`src/rtl/uart_rx_frame_ctrl.sv`:
```
// UART receive frame controller: start detection, bit timing, LSB-first deserialization,
// parity/stop checking with a one-cycle data_valid strobe and error pulses.
module uart_rx_frame_ctrl #(
   parameter int unsigned DATA_WIDTH     = 8,
   parameter int unsigned PRESCALE_WIDTH = 6
) (
   input  logic                      clk,
   input  logic                      rst,
   input  logic                      rx_in,
   input  logic [PRESCALE_WIDTH-1:0] prescalar,
   input  logic                      par_en,
   input  logic                      par_typ,
   input  logic                      sampled_bit,
   output logic                      data_samp_en,
   output logic [PRESCALE_WIDTH-1:0] edge_cnt,
   output logic [3:0]                bit_cnt,
   output logic [DATA_WIDTH-1:0]     p_data,
   output logic                      data_valid,
   output logic                      par_err,
   output logic                      stp_err
);

   typedef enum logic [2:0] {StIdle, StStart, StData, StParity, StStop} state_e;

   localparam logic [PRESCALE_WIDTH-1:0] PsOne    = PRESCALE_WIDTH'(1);
   localparam logic [3:0]                LastData = 4'(DATA_WIDTH);

   state_e                    state_q, state_d;
   logic [PRESCALE_WIDTH-1:0] edge_q, edge_d;
   logic [3:0]                bit_q, bit_d;
   logic [DATA_WIDTH-1:0]     data_q, data_d;
   logic                      samp_en_q, samp_en_d;
   logic                      valid_q, valid_d;
   logic                      par_err_q, par_err_d;
   logic                      stp_err_q, stp_err_d;
   logic                      bad_q, bad_d;
   logic                      bit_end;
   logic                      exp_par;

   assign bit_end = (state_q != StIdle) && (edge_q == prescalar - PsOne);
   assign exp_par = par_typ ? ~^data_q : ^data_q;

   always_comb begin
      state_d   = state_q;
      edge_d    = edge_q;
      bit_d     = bit_q;
      data_d    = data_q;
      bad_d     = bad_q;
      valid_d   = 1'b0;
      par_err_d = 1'b0;
      stp_err_d = 1'b0;

      if (state_q != StIdle) begin
         if (bit_end) begin
            edge_d = '0;
            bit_d  = bit_q + 4'd1;
         end else begin
            edge_d = edge_q + PsOne;
         end
      end

      unique case (state_q)
         StIdle: begin
            edge_d = '0;
            bit_d  = '0;
            bad_d  = 1'b0;
            if (!rx_in) state_d = StStart;
         end
         StStart: begin
            if (bit_end) begin
               if (sampled_bit) begin
                  // Start bit did not hold low: treat as line noise
                  state_d = StIdle;
                  edge_d  = '0;
                  bit_d   = '0;
               end else begin
                  state_d = StData;
               end
            end
         end
         StData: begin
            if (bit_end) begin
               data_d = {sampled_bit, data_q[DATA_WIDTH-1:1]};
               if (bit_q == LastData) state_d = par_en ? StParity : StStop;
            end
         end
         StParity: begin
            if (bit_end) begin
               if (sampled_bit != exp_par) begin
                  par_err_d = 1'b1;
                  bad_d     = 1'b1;
               end
               state_d = StStop;
            end
         end
         StStop: begin
            if (bit_end) begin
               state_d = StIdle;
               edge_d  = '0;
               bit_d   = '0;
               bad_d   = 1'b0;
               if (!sampled_bit) stp_err_d = 1'b1;
               else if (!bad_q)  valid_d   = 1'b1;
            end
         end
         default: state_d = StIdle;
      endcase

      samp_en_d = (state_d != StIdle);
   end

   always_ff @(posedge clk or negedge rst) begin
      if (!rst) begin
         state_q   <= StIdle;
         edge_q    <= '0;
         bit_q     <= '0;
         data_q    <= '0;
         samp_en_q <= 1'b0;
         valid_q   <= 1'b0;
         par_err_q <= 1'b0;
         stp_err_q <= 1'b0;
         bad_q     <= 1'b0;
      end else begin
         state_q   <= state_d;
         edge_q    <= edge_d;
         bit_q     <= bit_d;
         data_q    <= data_d;
         samp_en_q <= samp_en_d;
         valid_q   <= valid_d;
         par_err_q <= par_err_d;
         stp_err_q <= stp_err_d;
         bad_q     <= bad_d;
      end
   end

   assign data_samp_en = samp_en_q;
   assign edge_cnt     = edge_q;
   assign bit_cnt      = bit_q;
   assign p_data       = data_q;
   assign data_valid   = valid_q;
   assign par_err      = par_err_q;
   assign stp_err      = stp_err_q;

endmodule

```
`config.mk`:
```
export PLATFORM = sky130hd
export DESIGN_NAME = uart_rx_frame_ctrl
export DESIGN_NICKNAME = d
export VERILOG_FILES = /design/src/rtl/uart_rx_frame_ctrl.sv
export SDC_FILE = /design/constraint.sdc
export NUM_CORES = 1
export LEC_CHECK = 0
export CORE_MARGIN = 3
export CORE_UTILIZATION = 35
export DETAILED_ROUTE_END_ITERATION = 8
export PLACE_DENSITY = 0.66
export REMOVE_ABC_BUFFERS = 1
export SLEW_MARGIN = 10
export SYNTH_ARGS = -nofsm -noshare
export SYNTH_HDL_FRONTEND = slang
export SYNTH_SLANG_ARGS = --single-unit
export TNS_END_PERCENT = 30
```
`constraint.sdc`:
```
create_clock -name clk -period 5.3 [get_ports clk]
set_input_delay 1.06 -clock clk [delete_from_list [all_inputs] [get_ports clk]]
set_output_delay 1.06 -clock clk [all_outputs]
set_load 0.02 [all_outputs]
```
==> results of run 1 <==
## cell families after synthesis
logic type	count (synthesis)	synth area share, %
fa+ha+maj	4	3.49
compound gates	20	10.2
buf+inv	10	3.23
flops	26	45.4
mux	9	6.98
xor+xnor	21	12.8
simple gates	45	17.9
## routing by layer
layer  up-vias  track usage [%]  wire length, µm
met3         2             2.45              124
met2        32             22.1             1530
met4         0             2.55                6
li1        542                -                -
met1       550             16.8             1460
met5         -                0                0
## power by group through the flow
stage               combinational (W)  sequential, W  clock [W]
floorplan                    0.000141       0.000311          0
global placement             0.000258       0.000288          0
detailed placement           0.000266       0.000292          0
CTS                          0.000267       0.000287   0.000114
global route                 0.000289       0.000295   0.000123
finish                       0.000263       0.000287   0.000108
## registers in the layout, indices dropped and copies added (netlist names)
signal / count
bit_cnt: 4
p_data: 8
data_samp_en: 1
stp_err: 1
bad_q: 1
data_valid: 1
state_q: 3
par_err: 1
edge_cnt: 6
## stage by stage
stage | setup WS [ns] | util, % | total power [W] | hold slack [ns]
floorplan | 2.38 | - | 0.000452 | 0.423
global placement | 1.67 | 47.7 | 0.000546 | 0.443
detailed placement | 1.56 | 47.7 | 0.000557 | 0.449
CTS | 1.85 | 48.8 | 0.000668 | 0.459
global route | 1.68 | 48.8 | 0.000707 | 0.511
finish | 1.81 | 48.8 | 0.000659 | 0.468
## worst max-delay path: stages
cell and delay [ns]:
clkdlybuf4s50_1 0.54, inv_1 0.06, ha_1 0.23, nand2b_1 0.18
o211a_1 0.14, o31a_1 0.26, nor3_4 0.58, nand3_4 0.24
mux2_2 0.33
## worst max-delay path by stage
stage	endpoint	slack [ns]	cells after the start
floorplan	data_samp_en	2.38	8
global placement	data_samp_en	1.67	9
detailed placement	p_data[4]	1.56	9
CTS	p_data[4]	1.85	9
global route	p_data[0]	1.68	9
finish	p_data[4]	1.81	9
## final cells by class
| class | instances | area share, % |
|---|---|---|
| flip-flops and latches | 26 | 35.1 |
| clock buffers | 3 | 2.23 |
| inverters | 7 | 1.42 |
| repair buffers | 34 | 18.2 |
| multi-input cells | 99 | 39.8 |
| well taps | 48 | 3.24 |
## cells in the final DEF, fill, tap and decap left out, drive strengths merged, types with 3 or more instances in the layout
cell type,n
inv,7
o21ai,3
ha,4
nor2,12
xor2,9
clkbuf,3
mux2,8
clkdlybuf4s50,33
nand3,5
o22ai,3
nand2,8
nor3,6
dfrtp,26
xnor2,12
==> flow_summary_export.csv, run 1 <==
group,metric,value,unit
layout,layout.area.seq,651,µm²
floorplan,die_h,70.0,µm
worst_setup_path,crit_path_end_kind,"flop",
detailed_routing,num_vias,1126,
layout,fill_cells,361,
synth,synth_top_area_cell,"dfrtp_1",
sta,fin_crit,3.49,ns
placement,dpl_cell_area,0.00181,mm²
min_path,hold_path_class,"reg -> reg",
detailed_routing,vias_per_cell,5.19,
synth,synth_top_area_share,45.4,%
placement,portBuffers,33,
global_routing,grtUsageTotal,12.9,%
pwr,p_sw,0.000246,W
global_routing,grt_overflow_total,0,
cts,post_cts_resized,0,
sta,skew,0.0110,ns
min_path,hold_path_startpoint,"bad_q",
layout,final_area,0.00185,mm²
worst_setup_path,critPathLaunchType,"input port",
pwr,p_int,0.000413,W
layout,final_cell_count_no_fill,217,
detailed_routing,drc_errors,0,
cts,clock_latency,0.27,ns
layout,syn_to_final_growth,29.2,%
pwr,p_clk_share,16.4,%
placement,gp_congestion,0.864,
sta,tightest_slew,0.741,ns
sta,finalCritPeriodShare,65.8,%
synth,synth_most_common_cell,"dfrtp_1",
min_path,min_to,"data_valid",
placement,dp_cells,214,
floorplan,start_util,37.7,%
floorplan,core_area,0.00380,mm²
floorplan,die_w,70.0,µm
worst_setup_path,crit_required,5.45,ns
global_routing,grt_max_degree,27,
synth,synth_cell_type_count,39,
cts,cts_root_buf,"clkbuf_8",
cts,holdBufCountCts,0,
cts,post_cts_buffers,0,
layout,antenna_cells,0,
floorplan,rows,22,
floorplan,die_area,0.00490,mm²
worst_setup_path,regToRegEndpoint,"p_data[4]",
sta,clock.fmax,287,MHz
synth,synth_ff_type,"dfrtp_1",
synth,synth_seq_cells,26,
synth,ys_top_cells_by_count,"26 x dfrtp_1, 12 x nor2_1, 12 x xnor2_1, 9 x xor2_1",
synth,synthCells,135,
sta,slew_headroom,50.4,%
worst_setup_path,crit_fanout,19,
detailed_routing,postRouteWirelength,3120,µm
cts,cts.sinks,26,
placement,dp_hpwl,2270,µm
layout,multi_input_area,737,µm²
sta,hold_violations,0,
pwr,p_per_area,356,mW/mm²
pwr,pwr-share-seq,43.6,%
detailed_routing,first_pass_iters,4,
cts,tritoncts,"done",
pwr,p_leak,0.807,nW
synth,avgSynthCellArea,10.6,µm²
floorplan,ioPinCount,34,
sta,report.final.slew_viol_count,0,
sta,rsz0062_at_grt,"false",
synth,synthTopCellsByArea,"dfrtp_1 45%, xnor2_1 7.3%, mux2_2 6.3%",
worst_setup_path,reg2regPathDepth,6,
synth,ys_warn_count,0,
synth,ys_async_sr_fraction,100,%
worst_setup_path,reg2reg_slack,3.03,ns
flow_run,drv_cap,0,
sta,tns,0,ns
layout,fin_nets,187,
global_routing,grt_pass1_vias,1118,
cts,cts_buffer_depth,2,
pwr,peakVddDrop,195,µV
cts,cts_buffers,3,
global_routing,grt_pass1_wl,5280,µm
pwr,sw_frac_of_total,37.4,%
cts,htree_levels,1,
synth,ys_seq_area_share,45.4,%
cts,clk_pin_slew_worst_paths,0.09,ns
layout,drive_above_1_share,11.2,%
detailed_routing,drtIter0Drc,39,
synth,netlist_area,0.00143,mm²
detailed_routing,antenna_left,0,
outcome,outcome,"complete, no violations",
pwr,power_frac_comb,40.0,%
synth,synth-edff-count,0,
worst_setup_path,r2r-start,"edge_cnt[3]",
global_routing,grt_antenna_before_repair,0,
worst_setup_path,path_class,"in -> reg",
worst_setup_path,worstPathArrival,3.64,ns
worst_setup_path,crit_start,"prescalar[0]",
detailed_routing,wl_per_cell,14.4,µm
sta,finalSetupViolations,0,
min_path,hold_path_depth,1,
Note: power is estimated with default switching activity, not from simulation.
==> run 2: changes to the inputs <==
--- a/config.mk
+++ b/config.mk
@@ -8,7 +8,7 @@
 export CORE_MARGIN = 3
 export CORE_UTILIZATION = 35
 export DETAILED_ROUTE_END_ITERATION = 8
-export PLACE_DENSITY = 0.66
+export PLACE_DENSITY = 0.68
 export REMOVE_ABC_BUFFERS = 1
 export SLEW_MARGIN = 10
 export SYNTH_ARGS = -nofsm -noshare
==> constraint.sdc (replaced) <==
create_clock -name clk -period 3.05 [get_ports clk]
set_input_delay 0.61 -clock clk [delete_from_list [all_inputs] [get_ports clk]]
set_output_delay 0.61 -clock clk [all_outputs]
set_load 0.02 [all_outputs]
==> flow_summary_export.csv, run 2 (synthesis gave the netlist of run 1 again) <==
group,metric,value,unit
layout,syn_to_final_growth,31.8,%
min_path,hold_path_startpoint,"bad_q",
sta,report.final.slew_viol_count,0,
placement,dp_cells,217,
global_routing,grt_pass1_vias,1167,
layout,largest_reg_flops,8,
worst_setup_path,worstPathArrival,2.86,ns
detailed_routing,first_pass_iters,6,
global_routing,grt_max_degree,27,
worst_setup_path,path_class,"in -> reg",
worst_setup_path,crit_start,"prescalar[1]",
cts,tritoncts,"done",
cts,cts_buffer_depth,2,
floorplan,core_area,0.00380,mm²
cts,holdBufCountCts,0,
layout,mostFrequentLayoutCell,"clkdlybuf4s50_1",
placement,dp_hpwl,2300,µm
sta,finalCritPeriodShare,88.0,%
sta,finalSetupViolations,0,
sta,hold_violations,0,
outcome,outcome,"complete, no violations",
floorplan,ioPinCount,34,
cts,post_cts_buffers,0,
min_path,hold_path_class,"reg -> reg",
cts,cts.sinks,26,
placement,portBuffers,33,
cts,clock_latency,0.26,ns
pwr,peakVddDrop,248,µV
floorplan,rows,22,
min_path,min_to,"data_valid",
pwr,p_per_area,629,mW/mm²
layout,final_cell_count_no_fill,221,
floorplan,start_util,37.7,%
layout,final_cell_mix,"33 x clkdlybuf4s50_1, 26 x dfrtp_1, 12 x nor2_1, 12 x xnor2_1, 9 x xor2_1",
global_routing,grt_pass1_wl,5490,µm
layout,drive_above_1_share,13.3,%
layout,fill_cells,339,
sta,tightest_slew,0.387,ns
sta,hold_ws,0.466,ns
detailed_routing,wl_per_cell,14.2,µm
sta,worst_slack,0.366,ns
worst_setup_path,crit_path_end_kind,"flop",
global_routing,grt_antenna_before_repair,0,
global_routing,grt_overflow_total,0,
floorplan,die_area,0.00490,mm²
detailed_routing,vias_per_cell,5.19,
pwr,p_leak,0.830,nW
cts,post_cts_resized,0,
floorplan,die_h,70.0,µm
detailed_routing,drc_errors,0,
layout,final_util,49.7,%
sta,rsz0062_at_grt,"false",
cts,cts_root_buf,"clkbuf_8",
global_routing,grtUsageTotal,13.4,%
cts,htree_levels,1,
worst_setup_path,critPathLaunchType,"input port",
sta,fin_crit,2.68,ns
detailed_routing,postRouteWirelength,3140,µm
worst_setup_path,crit_fanout,9,
floorplan,die_w,70.0,µm
sta,tns,0,ns
layout,antenna_cells,0,
cts,clk_pin_slew_worst_paths,0.09,ns
placement,gp_congestion,0.922,
worst_setup_path,r2r-start,"edge_cnt[3]",
sta,slew_headroom,74.1,%
worst_setup_path,reg2regPathDepth,7,
worst_setup_path,regToRegEndpoint,"bit_cnt[3]",
placement,dp_slack,0.0913,ns
detailed_routing,drtIter0Drc,32,
worst_setup_path,reg2reg_slack,1.05,ns
sta,skew,0.00198,ns
sta,clock.fmax,373,MHz
worst_setup_path,crit_required,3.23,ns
detailed_routing,num_vias,1148,
flow_run,drv_cap,0,
layout,fin_nets,190,
detailed_routing,antenna_left,0,
cts,cts_buffers,3,
min_path,hold_path_depth,1,
-- run 2: changes by cell type in the layout (fill, tap and decap cells not counted) --
cell      delta
buf_4        +3
clkbuf_8     +1
-- run 2: worst max-delay path by stage --
stage / endpoint / slack (ns) / depth (start not counted)
CTS: bit_cnt[3] / 0.36 / 10
global placement: bit_cnt[3] / 0.18 / 10
floorplan: data_samp_en / 0.58 / 8
global route: bit_cnt[3] / 0.19 / 10
finish: bit_cnt[3] / 0.37 / 10
detailed placement: bit_cnt[3] / 0.09 / 10
-- run 2: final cells by class --
| type | count | area [µm²] | share of cell area, % |
|---|---|---|---|
| multi-input cells | 99 | 737 | 39.0 |
| clock buffers | 4 | 55.1 | 2.91 |
| repair buffers | 37 | 360 | 19.1 |
| well taps | 48 | 60.1 | 3.18 |
| inverters | 7 | 26.3 | 1.39 |
| flip-flops and latches | 26 | 651 | 34.4 |
-- run 2: stage by stage --
stage / power (W) / area (µm²)
CTS: 0.00120 / 1890
global placement: 0.000955 / 1830
floorplan: 0.000785 / 1410
finish: 0.00119 / 1890
detailed placement: 0.000970 / 1830
global route: 0.00127 / 1890
-- run 2: power by group --
part           internal (W)  switching (W)  leakage [nW]
Combinational      0.000226       0.000240         0.458
Sequential         0.000406      0.0000949         0.343
Clock              0.000115       0.000106        0.0288
Total              0.000747       0.000440         0.830
-- run 2: worst max-delay path, cell delays in order --
cell	delay, ns
clkdlybuf4s50_1	0.50
inv_1	0.06
ha_1	0.22
nand2b_1	0.17
o211a_1	0.13
o31a_1	0.26
nor3_4	0.32
buf_4	0.24
a41oi_1	0.12
a211oi_1	0.23
-- run 2: per-layer routing --
layer	global-route usage (%)	routed length (µm)
met1	17.9	1410
met5	0	0
met4	3.19	50
met2	22.6	1530
met3	2.16	143
